`src/rtl/ctrl_pkg.sv`:
```
// Shared encodings for the multicycle RV32I control unit.
// States, instruction classes, mux selects and ALU codes.
package ctrl_pkg;

  localparam logic [6:0] OP_R      = 7'b0110011;
  localparam logic [6:0] OP_I      = 7'b0010011;
  localparam logic [6:0] OP_LOAD   = 7'b0000011;
  localparam logic [6:0] OP_STORE  = 7'b0100011;
  localparam logic [6:0] OP_BRANCH = 7'b1100011;
  localparam logic [6:0] OP_JAL    = 7'b1101111;
  localparam logic [6:0] OP_LUI    = 7'b0110111;

  typedef logic [2:0] state_t;

  localparam state_t S_IDLE   = 3'd0;
  localparam state_t S_FETCH  = 3'd1;
  localparam state_t S_DECODE = 3'd2;
  localparam state_t S_EXEC   = 3'd3;
  localparam state_t S_MEM    = 3'd4;
  localparam state_t S_WB     = 3'd5;
  localparam state_t S_MULDIV = 3'd6;
  localparam state_t S_TRAP   = 3'd7;

  typedef enum logic [2:0] {
    CL_R,
    CL_I,
    CL_LOAD,
    CL_STORE,
    CL_BRANCH,
    CL_JAL,
    CL_LUI,
    CL_MUL
  } iclass_t;

  localparam logic [2:0] WB_ALU = 3'd0;
  localparam logic [2:0] WB_MEM = 3'd1;
  localparam logic [2:0] WB_PC4 = 3'd2;
  localparam logic [2:0] WB_IMM = 3'd3;
  localparam logic [2:0] WB_MUL = 3'd4;

  localparam logic [1:0] PC_PLUS4  = 2'd0;
  localparam logic [1:0] PC_BRANCH = 2'd1;
  localparam logic [1:0] PC_JAL    = 2'd2;

  localparam logic [1:0] TC_NONE    = 2'd0;
  localparam logic [1:0] TC_ILLEGAL = 2'd1;
  localparam logic [1:0] TC_TIMEOUT = 2'd2;

  localparam logic [3:0] ALU_ADD = 4'b0000;
  localparam logic [3:0] ALU_SUB = 4'b1000;

  // Shift-right and add/sub share funct3; funct7[5] picks the variant.
  function automatic logic [3:0] alu_code(
    input logic       f7b5,
    input logic [2:0] f3
  );
    return {f7b5, f3};
  endfunction

endpackage

```
`src/rtl/instr_class_decode.sv`:
```
// Combinational opcode classifier for the multicycle control unit.
// CTRL_MEXT_EN: accept funct7=0000001 R-type as a muldiv op.
module instr_class_decode
  import ctrl_pkg::*;
(
  input  logic [31:0] i_instr,
  output iclass_t     o_class,
  output logic [3:0]  o_alu_op,
  output logic        o_alu_b_src,
  output logic        o_illegal
);

  logic [6:0] w_opc;
  logic [2:0] w_f3;
  logic [6:0] w_f7;
  logic [14:0] w_unused_fields;

  assign w_opc = i_instr[6:0];
  assign w_f3  = i_instr[14:12];
  assign w_f7  = i_instr[31:25];
  assign w_unused_fields = {i_instr[24:15], i_instr[11:7]};

  // Classify the opcode and screen out encodings the core cannot run
  always_comb begin
    o_class     = CL_R;
    o_alu_op    = ALU_ADD;
    o_alu_b_src = 1'b0;
    o_illegal   = 1'b0;
    unique case (w_opc)
      OP_R: begin
        o_class     = CL_R;
        o_alu_op    = alu_code(w_f7[5], w_f3);
        o_alu_b_src = 1'b1;
        if (w_f7 == 7'b0100000) begin
          o_illegal = !((w_f3 == 3'b000) || (w_f3 == 3'b101));
        end else if (w_f7 == 7'b0000001) begin
`ifdef CTRL_MEXT_EN
          o_class     = CL_MUL;
          o_alu_op    = ALU_ADD;
          o_alu_b_src = 1'b0;
`else
          o_illegal   = 1'b1;
`endif
        end else if (w_f7 != 7'b0000000) begin
          o_illegal = 1'b1;
        end
      end
      OP_I: begin
        o_class  = CL_I;
        o_alu_op = alu_code((w_f3 == 3'b101) & w_f7[5], w_f3);
      end
      OP_LOAD: begin
        o_class   = CL_LOAD;
        o_illegal = (w_f3 != 3'b010);
      end
      OP_STORE: begin
        o_class   = CL_STORE;
        o_illegal = (w_f3 != 3'b010);
      end
      OP_BRANCH: begin
        o_class     = CL_BRANCH;
        o_alu_op    = ALU_SUB;
        o_alu_b_src = 1'b1;
        o_illegal   = (w_f3[2:1] == 2'b01);
      end
      OP_JAL: o_class = CL_JAL;
      OP_LUI: o_class = CL_LUI;
      default: o_illegal = 1'b1;
    endcase
  end

endmodule

```
`src/rtl/multicycle_control_unit.sv`:
```
// Multicycle RV32I sequencer: FETCH/DECODE/EXEC/MEM/WB with a bus watchdog.
// CTRL_MEXT_EN: adds the MULDIV state and the mul_start/mul_done handshake.
module multicycle_control_unit
  import ctrl_pkg::*;
#(
  parameter int TIMEOUT_W      = 4,
  parameter int TIMEOUT_CYCLES = 15
) (
  input  logic        clk,
  input  logic        rst_n,
  input  logic [31:0] instr,
  input  logic        mem_ready,
  input  logic        branch_taken,
  input  logic        mul_done,
  output logic [3:0]  alu_op,
  output logic        alu_b_src,
  output logic        reg_write_en,
  output logic [2:0]  wb_sel,
  output logic        ir_write_en,
  output logic        pc_write_en,
  output logic [1:0]  pc_src,
  output logic        mem_req,
  output logic        mem_we,
  output logic        addr_sel,
  output logic        mul_start,
  output logic        trap,
  output logic [1:0]  trap_cause
);

  localparam logic [TIMEOUT_W-1:0] WD_LIM =
    TIMEOUT_W'((TIMEOUT_CYCLES == 0) ? 0 : TIMEOUT_CYCLES - 1);

  state_t               r_state;
  state_t               w_next;
  logic [1:0]           r_cause;
  logic [1:0]           w_next_cause;
  logic [TIMEOUT_W-1:0] r_wd_cnt;

  iclass_t    w_class;
  logic [3:0] w_alu_op;
  logic       w_alu_b_src;
  logic       w_illegal;
  logic       w_wait;
  logic       w_timeout;
  logic       w_mul_start;

`ifndef CTRL_MEXT_EN
  logic w_unused_mul_done;
  assign w_unused_mul_done = mul_done;
`endif

  instr_class_decode u_dec (
    .i_instr     (instr),
    .o_class     (w_class),
    .o_alu_op    (w_alu_op),
    .o_alu_b_src (w_alu_b_src),
    .o_illegal   (w_illegal)
  );

  // A stalled request hits the limit on its TIMEOUT_CYCLES-th idle cycle
  assign w_wait    = mem_req & ~mem_ready;
  assign w_timeout = (TIMEOUT_CYCLES != 0) && w_wait &&
                     (r_wd_cnt == WD_LIM);

  // Next-state and trap-cause selection
  always_comb begin
    w_next       = r_state;
    w_next_cause = r_cause;
    unique case (r_state)
      S_IDLE: w_next = S_FETCH;
      S_FETCH: begin
        if (mem_ready) begin
          w_next = S_DECODE;
        end else if (w_timeout) begin
          w_next       = S_TRAP;
          w_next_cause = TC_TIMEOUT;
        end
      end
      S_DECODE: begin
        if (w_illegal) begin
          w_next       = S_TRAP;
          w_next_cause = TC_ILLEGAL;
        end else begin
          w_next = S_EXEC;
        end
      end
      S_EXEC: begin
        unique case (w_class)
          CL_LOAD, CL_STORE: w_next = S_MEM;
          CL_BRANCH:         w_next = S_FETCH;
`ifdef CTRL_MEXT_EN
          CL_MUL:            w_next = S_MULDIV;
`endif
          default:           w_next = S_WB;
        endcase
      end
      S_MEM: begin
        if (mem_ready) begin
          w_next = (w_class == CL_STORE) ? S_FETCH : S_WB;
        end else if (w_timeout) begin
          w_next       = S_TRAP;
          w_next_cause = TC_TIMEOUT;
        end
      end
      S_WB: w_next = S_FETCH;
`ifdef CTRL_MEXT_EN
      S_MULDIV: if (mul_done) w_next = S_WB;
`endif
      S_TRAP: w_next = S_TRAP;
      default: w_next = S_IDLE;
    endcase
  end

  // State and sticky trap cause
  always_ff @(posedge clk or negedge rst_n) begin
    if (!rst_n) begin
      r_state <= S_IDLE;
      r_cause <= TC_NONE;
    end else begin
      r_state <= w_next;
      r_cause <= w_next_cause;
    end
  end

  // Watchdog: run only while a request stalls within one state
  always_ff @(posedge clk or negedge rst_n) begin
    if (!rst_n) begin
      r_wd_cnt <= '0;
    end else if (!w_wait || (w_next != r_state)) begin
      r_wd_cnt <= '0;
    end else begin
      r_wd_cnt <= r_wd_cnt + 1'b1;
    end
  end

  // Datapath strobes decoded from the current state
  always_comb begin
    alu_op       = ALU_ADD;
    alu_b_src    = 1'b0;
    reg_write_en = 1'b0;
    wb_sel       = WB_ALU;
    ir_write_en  = 1'b0;
    pc_write_en  = 1'b0;
    pc_src       = PC_PLUS4;
    mem_req      = 1'b0;
    mem_we       = 1'b0;
    addr_sel     = 1'b0;
    w_mul_start  = 1'b0;
    unique case (r_state)
      S_FETCH: begin
        mem_req     = 1'b1;
        ir_write_en = mem_ready;
      end
      S_EXEC: begin
        alu_op    = w_alu_op;
        alu_b_src = w_alu_b_src;
        if (w_class == CL_BRANCH) begin
          pc_write_en = 1'b1;
          pc_src      = branch_taken ? PC_BRANCH : PC_PLUS4;
        end
`ifdef CTRL_MEXT_EN
        if (w_class == CL_MUL) w_mul_start = 1'b1;
`endif
      end
      S_MEM: begin
        mem_req  = 1'b1;
        addr_sel = 1'b1;
        mem_we   = (w_class == CL_STORE);
        if ((w_class == CL_STORE) && mem_ready) begin
          pc_write_en = 1'b1;
          pc_src      = PC_PLUS4;
        end
      end
      S_WB: begin
        reg_write_en = |instr[11:7];
        pc_write_en  = 1'b1;
        pc_src       = (w_class == CL_JAL) ? PC_JAL : PC_PLUS4;
        unique case (w_class)
          CL_LOAD: wb_sel = WB_MEM;
          CL_JAL:  wb_sel = WB_PC4;
          CL_LUI:  wb_sel = WB_IMM;
`ifdef CTRL_MEXT_EN
          CL_MUL:  wb_sel = WB_MUL;
`endif
          default: wb_sel = WB_ALU;
        endcase
      end
      default: ;
    endcase
  end

  assign mul_start  = w_mul_start;
  assign trap       = (r_state == S_TRAP);
  assign trap_cause = r_cause;

endmodule

```
`config.mk`:
```
export PLATFORM = sky130hd
export DESIGN_NAME = multicycle_control_unit
export DESIGN_NICKNAME = d
export VERILOG_FILES = /design/src/rtl/ctrl_pkg.sv /design/src/rtl/instr_class_decode.sv /design/src/rtl/multicycle_control_unit.sv
export SDC_FILE = /design/constraint.sdc
export NUM_CORES = 1
export LEC_CHECK = 0
export CAP_MARGIN = 20
export CELL_PAD_IN_SITES_DETAIL_PLACEMENT = 1
export CELL_PAD_IN_SITES_GLOBAL_PLACEMENT = 1
export CORE_MARGIN = 2
export CORE_UTILIZATION = 30
export DETAILED_ROUTE_END_ITERATION = 10
export DONT_BUFFER_PORTS = 1
export GPL_TIMING_DRIVEN = 1
export PLACE_DENSITY = 0.56
export REMOVE_ABC_BUFFERS = 1
export SLEW_MARGIN = 30
export SYNTH_ARGS = -nofsm -noshare
export SYNTH_HDL_FRONTEND = slang
export SYNTH_SLANG_ARGS = --single-unit
```
`constraint.sdc`:
```
create_clock -name clk -period 1.8 [get_ports clk]
set_input_delay 0.18 -clock clk [delete_from_list [all_inputs] [get_ports clk]]
set_output_delay 0.18 -clock clk [all_outputs]
set_load 0.02 [all_outputs]
```
# Yosys cells after proc, flatten, opt, wreduce, memory -nomap -nowiden
# Cells that the tools add are included.
# op_classes
reduce_logical,18
mux,35
bitwise,3
eq_ne,28
n_addsub,1
# ops
operator,n
3-bit one-hot mux with 6 select lines,2
"7-bit by 6-bit == test with 1-bit output, second input constant",4
"3-bit == test, second input constant",7
3-bit 2-to-1 mux,5
"7-bit == test, second input constant",2
1-bit 2-to-1 mux,14
"3-bit by 2-bit == test with 1-bit output, second input constant",4
4-bit one-hot mux with 3 select lines,1
2-bit 2-to-1 mux,5
2-bit OR reduction,5
4-bit 2-to-1 mux,2
2-bit one-hot mux with 2 select lines,2
"7-bit by 1-bit == test with 1-bit output, second input constant",1
"7-bit by 2-bit == test with 1-bit output, second input constant",1
"7-bit by 5-bit == test with 1-bit output, second input constant",1
7-bit nonzero test,1
3-bit logical NOT,2
2-bit one-hot mux with 3 select lines,1
3-bit one-hot mux with 2 select lines,1
5-bit OR reduction,1
"4-bit by 1-bit adder with 4-bit output, second input constant",1
"4-bit == test, second input constant",1
"2-bit by 1-bit != test with 1-bit output, second input constant",2
1-bit one-hot mux with 4 select lines,1
other kinds (14),18
# totals
wordCells,88
input_bits,37
register_bits,9
out_inout_bits,20

# Logic depth before layout (Yosys ltp)
# Gate-level depths: netlist of the first run.
# depth
word_depth,11
mapped_depth,7
depth_no_buf,7

# Cells and area by module
# From an unflattened synthesis of the first run, not the netlist that was laid out.
# hier_totals
hier_cells,129
area_unflattened_um2,994.7
# by_module_without_submodules
module,seq_area_each_um2,n_inst,cells_per_inst,area_per_inst_um2
multicycle_control_unit,225.2,1,78,691.9
instr_class_decode,0.0,1,51,302.8

# Least setup slack after synthesis of the first run
# OpenSTA, ideal clock, no wires.
# synth_path
path_kind,input port to output port
from,in instr[2]
to,out pc_write_en
path_slack_ns,0.030
arrival_ns,1.590
n_path_buf,0
path_stages,4
required_time_ns,1.620
cell_sequence,or2_4 > or3_4 > nor4_2 > a21o_1
# synth_via
elab_chain_cells,6
word_cells_on_any_way,13
cone_classes,8 x eq/ne; 4 x mux; 1 x reduce/logical
# synth_rtl
element,line,rtl
start: declaration,multicycle_control_unit.sv:11,"input logic [31:0] instr,"
7-bit by 6-bit == test with 1-bit output (tied with other cells),instr_class_decode.sv:29,unique case (w_opc)
3-bit one-hot mux with 6 select lines (*),instr_class_decode.sv:29,
3-bit by 2-bit == test with 1-bit output,multicycle_control_unit.sv:169,if ((w_class == CL_STORE) && mem_ready) begin
1-bit logical AND,multicycle_control_unit.sv:169,
1-bit 2-to-1 mux,multicycle_control_unit.sv:169,
1-bit one-hot mux with 3 select lines (*),multicycle_control_unit.sv:149,unique case (r_state)
end: declaration,multicycle_control_unit.sv:20,"output logic pc_write_en,"
# Every way passes the cells marked *; elsewhere a longest branch is shown, timed or not.

# Worst setup path in the final report of the first run
# layout_path
from,reg r_state[0]
to,out pc_write_en
# layout_via
elab_chain_cells,2
word_cells_on_any_way,4
cone_classes,3 x eq/ne; 1 x mux
# layout_rtl
element,line,rtl
start: declaration,multicycle_control_unit.sv:33,state_t r_state;
start signal: assignment,multicycle_control_unit.sv:120,r_state <= w_next;
3-bit == test or 3-bit by 2-bit == test with 1-bit output (tied branches),multicycle_control_unit.sv:149,
1-bit one-hot mux with 3 select lines (*),multicycle_control_unit.sv:149,
# Marked as above.

==> results.md, run 1 <==
* Peak VDD IR at 0.000344 V
* Vias per cell at between 5 and 6
* Synth Flop Type: dfrtp_1
* Net load switching power at roughly 0.00047 W
* Total GRT Usage at 14.3%
* Die W at between 50 and 60 um
* Final #Nets at 163
* Hold EP: trap_cause[0]
* Yosys reg bits at 9
* First-pass GRT wire length at around 3.8 mm
* TritonCTS sink count at 9
* Post-route clock period utilization at 93.5%
* Die area at 3450 sq um
* Worst reg2reg startpoint: r_state[1]
* Synth async-reset ratio at 100%
* Cell area after synthesis at between 800 and 900 sq um
* Total Power at around 0.0010 W
* GPL Wtd Cong at 0.753
* Biggest area consumer among synthesized cells: dfrtp_1
* Clk_skew at 3.38 ps
* Max frequency at between 500 and 600 MHz
* Status: finished with violations
* Clock buffer depth at 2
* Critical-path top delay cell: dfrtp_2
* Synth top area share at between 20% and 30%
* Kind of end point of the critical path: output port
* Vias in the first global route at 844
* Worst Hold Depth at 4
* Hold crit path type: input port to flip-flop
* Root Buffer Master: clkbuf_4
* Largest net degree at the start of global routing at 15
* WP data arrival at 1500 ps
* # rows at 19
* Initial Utilization at ~32%
* Seq/Total Area, Yosys at 25.0%
* Most frequent cells after synthesis: 15 x nor2_1, 12 x nand2_1, 9 x dfrtp_1
* Final cell count without fillers at about 150
* H-tree depth at 1
* Via count of the routed design at just under 900
* Critical-path cell list: nand2b_2 -> nor4_4 -> a21o_1
* Inserted Diodes at 0
* Wire per inst at 15.4 um
* Gate count of the mapped netlist at ~120
* Die Span Y at just under 60 um
* Logic pwr share at 50.6%
* Area growth, synth to finish at 12.5%
* Fraction of layout cells with a size suffix above 1 at between 20% and 30%
* Distinct cells, synth at 41
* Post-synth EDFFs at 0
* Drt first pass iters at 7
* CP Max Fanout at 10
* Req. time, crit path at 1620 ps
* Clock buffer count from CTS at 3
* Met1 Resource Use GR at roughly a fifth
* Met2 Usage GRT at 22.7%
* Cell area after layout at 1010 sq um
* Avg Inst Size Synth at around 7.6 sq um
* Synthesis warning total at 0
* Top delay family on crit path: simple AND/OR/NAND/NOR gates
* Latest clock arrival within the worst-skew pair at about 260 ps
* Endpoints failing setup at 0
* DR iter-0 viols at 38
* Boundary Pins at between 50 and 60
* PD cells at slightly below 1000 nW/um^2
* IO buf count at 0
* LEAKAGE at between 0.3 and 0.4 nW
* Initial antenna violation count at 0
* Grt total ovfl at 0
* FF-to-FF setup slack at 340 ps
* HP Start: mem_ready
* Fin Setup TNS at 0 ps
* Area after DPL at around 950 sq um
* Worst Setup Path Type: flip-flop to output port
* Seq pwr share at between 30 and 40%
* Cell Int Power at 0.000536 W
* Sw Share at 46.6%
* Final ANT Viol Nets at 0
* Reg2Reg Depth at 5
* Tmin final at between 1500 and 2000 ps
* Core area at ~2800 sq um
* Clock power share at between 10% and 20%
* Critical path's largest stage delay at around 460 ps
* Failing checks: DRC
* Global Route met3 Usage at 4.84%
* Startpoint Class: flip-flop
* DRT Wirelength at between 2 and 2.5 mm
* Count leader, synth: nor2_1
* CTS tree: built
* Post-DP HPWL at 1.90 mm
* Dpl cells at between 100 and 150
* Final Hold Viols at 0
* Buf/Inv on CP at 0
* Setup WS post-layout at 117 ps
* # DRC at 2
* GRT busiest layer: met2
* Max Cap Viol at 0
* Synth area leaders: dfrtp_1 25%, nor2_1 6.3%, nand2_1 5.0%
* Place WS at roughly 85 ps
* Clock slew at reported path FFs at 60 ps
* Slew Viols, Final at 0
* RR Endpoint: r_state[2]
-- tightest hold or removal path, cell delays in order --
cell and delay (ps):
nor2_1 40, nand2_1 50, nand2_1 40, nand2_1 60
-- cell type report --
| class | count | area, sq um |
|---|---|---|
| Multi-Input combinational cell | 101 | 659 |
| Tap cell | 31 | 38.8 |
| Inverter | 3 | 11.3 |
| Timing Repair Buffer | 6 | 47.5 |
| Sequential cell | 9 | 229 |
| Clock buffer | 4 | 26.3 |
| Fill cell | 353 | 1790 |
-- what timing repair did --
action                     4_1_cts  5_1_grt
hold endpoints to repair         9        0
hold buffers                     1        0
pin swaps                        2        1
resized for setup                0       13
setup endpoints to repair        1       11
gates cloned                     0        0
setup buffers                    0        0
-- flip-flops by register name, indices dropped and copies added (netlist names) --
register    count
r_state         3
trap_cause      2
r_wd_cnt        4
-- kinds of logic (layout without fill, tap and decap cells) --
group	count (synthesis)	count (layout)	synth area share [%]
AOI/OAI and AO/OA	26	26	20.3
DFF	9	9	25.0
adders and majority gates	2	2	2.78
buffers and inverters	10	13	5.01
other	1	2	0.417
and+or+nand+nor	66	66	41.6
xor gates and xnor gates	5	5	4.87
-- layer usage --
layer / vias up / share of wire [%] / routed length (um)
li1: 435 / - / -
met1: 428 / 47 / 1110
met2: 32 / 46 / 1090
met3: 0 / 7.2 / 171
met4: 0 / 0 / 0
met5: - / 0 / 0
-- worst max-delay path by stage --
stage                  end  cells after the start  slack [ps]       start
6_report       pc_write_en                      3         120  r_state[0]
5_1_grt          alu_op[2]                      4         -40  r_state[0]
3_5_place_dp    r_state[2]                      5          80   instr[28]
4_1_cts          alu_op[2]                      4         0.8  r_state[0]
3_3_place_gp    r_state[2]                      5         110   instr[28]
2_1_floorplan  pc_write_en                      4          30    instr[2]
-- cells in the final DEF, fill, tap and decap left out, types with 2 or more instances in the layout --
cell type / instances
and4_2: 3
nor2b_1: 3
clkbuf_4: 3
dfrtp_2: 3
nor3_1: 4
nand2b_1: 3
or4_1: 2
a31oi_1: 4
nor4_1: 3
xor2_1: 3
a21oi_1: 7
xnor2_1: 2
ha_1: 2
nand2_1: 12
dfrtp_1: 6
and3_1: 2
o21ai_0: 4
buf_4: 5
conb_1: 2
and2_1: 2
nand3_1: 3
and2_2: 2
nand3b_1: 3
inv_1: 3
nor2_1: 14
-- power groups by stage --
stage                     Clock, W  Sequential [W]  Combinational (W)
after CTS                 0.000160        0.000333           0.000490
after global routing      0.000169        0.000361           0.000567
after global placement           0        0.000333           0.000479
after detailed placement         0        0.000336           0.000482
final                     0.000150        0.000347           0.000507
after floorplan                  0        0.000326           0.000359
-- per-stage QoR --
stage | utilization, % | hold slack, ps
4_1_cts | 35.0 | 139
3_3_place_gp | 33.7 | -115
3_5_place_dp | 33.7 | -115
2_1_floorplan | - | -116
5_1_grt | 36.1 | 144
6_report | 36.1 | 150
(Power assumes the default switching activity.)
==> run 2: changes to the inputs <==
==> constraint.sdc (replaced) <==
create_clock -name clk -period 2 [get_ports clk]
set_input_delay 0.2 -clock clk [delete_from_list [all_inputs] [get_ports clk]]
set_output_delay 0.2 -clock clk [all_outputs]
set_load 0.02 [all_outputs]
==> run 2 against run 1 <==
The flow still finishes with violations (DRC). Clock power fell by 8%. Sequential power fell by 14%. Die area did not move. Wire length fell by 0.93%. Core utilization fell by 1.1 points. First-iteration DRC count fell by 63%. Sequential share of layout area rose by 0.31 points. Global-route usage rose by 0.21 points. Total power fell by 13%. Cell area fell by 3.0%. Sequential cell count did not move. Critical path type unchanged. Highest routed layer is now met4.
==> results.md, run 2 (synthesized netlist as in run 1, its figures left out) <==
* Wire per inst at 15.2 um (-0.93%)
* Met2 Usage GRT at 23.2% (+0.48 points)
* Met1 Resource Use GR at 17.9% (-0.88 points)
* Total GRT Usage at 14.5% (+0.21 points)
* Die W at 58.8 um (unchanged)
* IO buf count at 0 (unchanged)
* Failing checks: DRC
* Post-DP HPWL at 1.89 mm (about the same)
* RR Endpoint: trap_cause[1]
* Max Cap Viol at 0 (unchanged)
* Root Buffer Master: clkbuf_4
* DRT Wirelength at 2.35 mm (-0.93%)
* Boundary Pins at 57 (unchanged)
* Peak VDD IR at 0.000323 V (-6.1%)
* Core area at 2810 sq um (unchanged)
* Critical-path cell list: nor2b_1 -> nand2_1 -> nor3_1 -> and2_1
* H-tree depth at 1 (unchanged)
* First-pass GRT wire length at 3.72 mm (-1.1%)
* Largest reg by FF count: r_wd_cnt
* Vias per cell at 5.75 (-1.1%)
* Largest net degree at the start of global routing at 15 (unchanged)
* Clock buffer depth at 2 (unchanged)
* Die area at 3450 sq um (unchanged)
* Final ANT Viol Nets at 0 (unchanged)
* Post-route clock period utilization at about 90%
* Status: finished with violations
* TritonCTS sink count at 9 (unchanged)
* DR iter-0 viols at 14 (-63%)
* Worst Setup Path Type: flip-flop to output port
* CP Max Fanout at 10 (unchanged)
* Global Route met3 Usage at 4.62% (-0.22 points)
* Fin Setup TNS at 0 ps (unchanged)
* # DRC at 2 (unchanged)
* Commonest cells after routing, fill and taps aside: 15 x nor2_1, 12 x nand2_1, 9 x dfrtp_1
* Tmin final at 1820 ps
* FF-to-FF setup slack at 530 ps (+190 ps)
* GRT busiest layer: met2
* Clock buffer count from CTS at 3 (unchanged)
* Endpoints failing setup at 0 (unchanged)
* Critical-path top delay cell: dfrtp_1
* Latest clock arrival within the worst-skew pair at 260 ps (about the same)
* Critical path's largest stage delay at 490 ps (+30 ps)
* Worst reg2reg startpoint: r_state[1]
* Die Span Y at 58.8 um (unchanged)
* Max frequency at 549 MHz
* Inserted Diodes at 0 (unchanged)
* Vias in the first global route at 821 (-2.7%)
* Initial antenna violation count at 0 (unchanged)
* Clk_skew at 3.80 ps (+0.421 ps)
* Grt total ovfl at 0 (unchanged)
* Startpoint Class: flip-flop
* Final #Nets at 163 (unchanged)
* Hold crit path type: input port to flip-flop
* Commonest non-fill, non-tap cell in the layout: nor2_1
* Worst Hold Depth at 4 (unchanged)
* Final Hold Viols at 0 (unchanged)
* WP data arrival at 1620 ps (+120 ps)
* Slew Viols, Final at 0 (unchanged)
* Req. time, crit path at 1800 ps (+180 ps)
* Fraction of layout cells with a size suffix above 1 at 11.4% (-9.8 points)
* Hold EP: trap_cause[0]
* # rows at 19 (unchanged)
* Clock slew at reported path FFs at 60 ps (about the same)
* Via count of the routed design at 885 (-1.1%)
* GPL Wtd Cong at 0.753 (about the same)
* Total Power at 0.000874 W (-13%)
* CTS tree: built
* RSZ-0062 raised after global routing: false
* PD cells at 889 nW/um^2 (-10%)
* Cell area after layout at 982 sq um (-3.0%)
* Drt first pass iters at 6 (-1)
* Area after DPL at 946 sq um (unchanged)
* LEAKAGE at 0.384 nW (-1.6%)
* Max reg flops at 4 (unchanged)
* Initial Utilization at 32.1% (unchanged)
* HP Start: mem_ready
* Reg2Reg Depth at 5 (unchanged)
* Area growth, synth to finish at 9.18%
* Kind of end point of the critical path: output port
run 2: area by class of cell:
class | count | area [sq um]
fill | 359 | 1820
multi-input combinational | 101 | 633
sequential | 9 | 225
timing repair buffer | 6 | 47.5
tap | 31 | 38.8
clock buffer | 4 | 26.3
inverter | 3 | 11.3
run 2: repair_timing:
action / CTS / global route
endpoints found under the setup margin: 0 / 0
buffers inserted: 0 / 0
hold buffers: 1 / 0
gates resized for setup: 0 / 0
hold endpoints to repair: 9 / 0
run 2: metal layers:
| layer | wire, um | vias to the layer above |
|---|---|---|
| met1 | 1090 | 417 |
| met4 | 39 | 0 |
| met5 | 0 | - |
| met3 | 146 | 5 |
| li1 | - | 434 |
| met2 | 1070 | 29 |
run 2: worst max path at each step:
stage | startpoint | to | cells past startpoint
finish | r_state[0] | alu_op[2] | 4
global route | r_state[0] | alu_op[2] | 4
CTS | r_state[0] | pc_write_en | 3
detailed placement | instr[28] | r_state[2] | 5
global placement | instr[28] | r_state[2] | 5
floorplan | instr[2] | pc_write_en | 4
run 2: worst max-delay path, delay by kind of cell (launching register included):
family / cells / cell delay, ps
flip-flops: 1 / 490
AND/OR/NAND/NOR: 4 / 870
run 2: where the power goes:
| group | internal [W] | switching [W] | total [W] |
|---|---|---|---|
| Combinational | 0.000165 | 0.000272 | 0.000437 |
| Clock | 0.0000767 | 0.0000609 | 0.000138 |
| Sequential | 0.000224 | 0.0000757 | 0.000299 |
| Total | 0.000465 | 0.000408 | 0.000874 |
run 2: per-stage QoR:
| step | instances | worst slack [ps] | util [%] | hold slack (ps) |
|---|---|---|---|---|
| 4_1_cts | 154 | 171 | 35.0 | 163 |
| 6_report | 154 | 179 | 35.0 | 166 |
| 2_1_floorplan | 113 | 190 | - | -95.6 |
| 5_1_grt | 154 | 42.3 | 35.0 | 162 |
| 3_5_place_dp | 149 | 256 | 33.7 | -95.4 |
| 3_3_place_gp | 149 | 293 | 33.7 | -95.4 |
==> run 3: changes to the inputs <==
--- a/config.mk
+++ b/config.mk
@@ -5,15 +5,17 @@
 export SDC_FILE = /design/constraint.sdc
 export NUM_CORES = 1
 export LEC_CHECK = 0
+export ABC_AREA = 1
 export CAP_MARGIN = 20
 export CELL_PAD_IN_SITES_DETAIL_PLACEMENT = 1
 export CELL_PAD_IN_SITES_GLOBAL_PLACEMENT = 1
 export CORE_MARGIN = 2
 export CORE_UTILIZATION = 30
+export CTS_CLUSTER_DIAMETER = 120
 export DETAILED_ROUTE_END_ITERATION = 10
 export DONT_BUFFER_PORTS = 1
 export GPL_TIMING_DRIVEN = 1
-export PLACE_DENSITY = 0.56
+export PLACE_DENSITY = 0.59
 export REMOVE_ABC_BUFFERS = 1
 export SLEW_MARGIN = 30
 export SYNTH_ARGS = -nofsm -noshare
==> run 3 against run 2 <==
Sequential cell count unchanged. The flow now finishes without violations. Via count rose by 12%. Core utilization grew 1.8 points. Clock power increased by 9%. Wire length up 7.8%. Sequential power about the same. Die area grew 1.2%. Critical path depth increased by 1. Synthesized area up 1.3%. Clock skew fell by 1.2 ps. Largest cell class unchanged. Global-route usage increased by 1.2 points. Total power is 6.1% higher. Critical path type unchanged.
==> results.md, run 3 <==
* Status: finished, final reports clean
* DR iter-0 viols at 25 (+11)
* Boundary Pins at 57 (unchanged)
* RSZ-0062 raised after global routing: false
* LEAKAGE at 0.538 nW (+40%)
* Initial antenna violation count at 0 (unchanged)
* Biggest area consumer among synthesized cells: dfrtp_1
* Final Hold Viols at 0 (unchanged)
* RR Endpoint: r_wd_cnt[0]
* Synth Area in Simple Gates at 52.2% (+11 points)
* Drt first pass iters at 4 (-2)
* Synth Flop Type: dfrtp_1
* # rows at 19 (unchanged)
* Max frequency at 543 MHz (-1.2%)
* Seq/Total Area, Yosys at 24.7% (-0.31 points)
* Commonest non-fill, non-tap cell in the layout: nand2_1
* Post-DP HPWL at 2.18 mm (+15%)
* Clock buffer count from CTS at 3 (unchanged)
* Core area at 2830 sq um (+0.85%)
* H-tree depth at 1 (unchanged)
* Max Cap Viol at 0 (unchanged)
* Synthesis warning total at 0 (unchanged)
* Commonest cells after routing, fill and taps aside: 29 x nand2_1, 26 x nor2_1, 21 x inv_1
* Gate count of the mapped netlist at 147 (+24%)
* First-pass GRT wire length at 4.24 mm (+14%)
* Kind of end point of the critical path: output port
* Worst reg2reg startpoint: r_state[0]
* PD cells at 890 nW/um^2 (about the same)
* Die area at 3490 sq um (+1.2%)
* Startpoint Class: flip-flop
* Post-route clock period utilization at 92.1% (+1.1 points)
* Vias per cell at 5.19 (-9.6%)
* CP Max Fanout at 6 (-4)
* Mux cell area share after synthesis at 0% (unchanged)
* Slew Viols, Final at 0 (unchanged)
* Initial Utilization at 32.2% (+0.13 points)
* Largest reg by FF count: r_wd_cnt
* Latest clock arrival within the worst-skew pair at 270 ps (about the same)
* Max reg flops at 4 (unchanged)
* Clock buffer depth at 2 (unchanged)
* FF-to-FF setup slack at 480 ps (-50 ps)
* Distinct cells, synth at 28 (-32%)
* Clock slew at reported path FFs at 70 ps (about the same)
* Inserted Diodes at 0 (unchanged)
* Grt total ovfl at 0 (unchanged)
* Clk_skew at 2.64 ps (-1.16 ps)
* Post-synth EDFFs at 0 (unchanged)
* Die Span Y at 59.1 um (+0.58%)
* IO buf count at 0 (unchanged)
* Synth area leaders: dfrtp_1 25%, nand2_1 12%, nor2_1 11%
* FILL cells at 397 (+11%)
* Yosys reg bits at 9 (unchanged)
* Most frequent cells after synthesis: 29 x nand2_1, 27 x nor2_1, 21 x inv_1
* Via count of the routed design at 987 (+12%)
* Synth async-reset ratio at 100% (unchanged)
* CP Launch Point: r_state[0]
* Reg2Reg Depth at 9 (+4)
* Combinational family with the most area after synthesis: simple AND/OR/NAND/NOR gates
* Tmin final at 1840 ps (+22.3 ps)
* Worst Hold Depth at 3 (-1)
* Area fraction in compound gates after synthesis at 5.63% (-15 points)
* WP data arrival at 1640 ps (+20 ps)
* Synth top area share at 24.7% (-0.31 points)
* DRT Wirelength at 2.53 mm (+7.8%)
* Final ANT Viol Nets at 0 (unchanged)
* Fraction of layout cells with a size suffix above 1 at 18.2% (+6.9 points)
* Vias in the first global route at 983 (+20%)
* TritonCTS sink count at 9 (unchanged)
* Adder-Cell Fraction of Synth Area at 2.75% (-0.034 points)
* Endpoints failing setup at 0 (unchanged)
* Synth Area in XOR/XNOR at 1.92% (-2.9 points)
* Cell area after synthesis at 911 sq um (+1.3%)
* Hold Worst Slack at 211 ps (+45.8 ps)
* Req. time, crit path at 1800 ps (about the same)
* Root Buffer Master: clkbuf_4
* GPL Wtd Cong at 0.794 (+5.5%)
* Wire per inst at 13.3 um (-13%)
* CTS tree: built
* Die W at 59.1 um (+0.58%)
* Hold crit path type: input port to flip-flop
* Avg Inst Size Synth at 6.20 sq um (-18%)
* Count leader, synth: nand2_1
* Peak VDD IR at 0.000447 V (+39%)
* Worst Setup Path Type: flip-flop to output port
* Setup crit end: alu_op[3]
* # DRC at 0 (-2)
* Area growth, synth to finish at 14.4%
* Largest net degree at the start of global routing at 10 (-5)
* Fin Setup TNS at 0 ps (unchanged)
* Final #Nets at 199 (+22%)
* Total GRT Usage at 15.6% (+1.2 points)
## run 3: cell families after synthesis
family | Yosys count
buf+inv | 28
fa+ha+maj | 2
simple gates | 96
other cells | 1
flops | 9
compound gates | 9
xor+xnor | 2
## run 3: worst min-delay path by stage
stage	slack, ps	start	endpoint
finish	210	mem_ready	r_state[2]
global route	250	mem_ready	r_state[2]
CTS	220	mem_ready	r_state[2]
detailed placement	-100	rst_n	r_state[1]
global placement	-100	rst_n	r_state[1]
floorplan	-100	rst_n	r_state[0]
## run 3: per-layer routing
layer	share of wire (%)	global-route usage, %
met2	46	27.1
met3	7.2	4.59
met1	46	19.3
met4	0.71	2.92
met5	0	0
## run 3: timing repair
item | in CTS | in global routing
hold endpoints to repair | 9 | 0
gates resized for setup | 0 | 2
setup endpoints to repair | 0 | 2
hold buffers | 1 | 0
buffers inserted | 0 | 0
## run 3: power breakdown
group	internal, W	leakage (nW)	switching [W]
Clock	0.0000741	0.0177	0.0000764
Sequential	0.000231	0.119	0.0000672
Combinational	0.000153	0.402	0.000326
Total	0.000458	0.538	0.000469
## run 3: metrics by stage
stage                     setup slack, ps  util (%)  instance area, sq um  total power, W  std cells
after floorplan                       420         -                   900        0.000660        146
after global routing                 10.9      36.8                  1040         0.00101        190
final                                 157      36.8                  1040        0.000927        190
after detailed placement              350      35.3                   998        0.000779        185
after CTS                            89.1      36.6                  1040        0.000938        190
after global placement                371      35.3                   998        0.000761        185
## run 3: layout make-up
type	instances	area (sq um)	area share [%]
multi-input combinational	111	583	55.9
sequential	9	225	21.6
inverter	26	97.6	9.36
timing repair buffer	9	70.1	6.72
tap	31	38.8	3.72
clock buffer	3	22.5	2.16
clock inverter	1	5.00	0.480
## run 3: critical path, stage by stage (launching register included)
cell and delay [ps]:
dfrtp_1 430, inv_2 110, nor3_2 220, inv_1 140, a221oi_1 270, buf_4 200
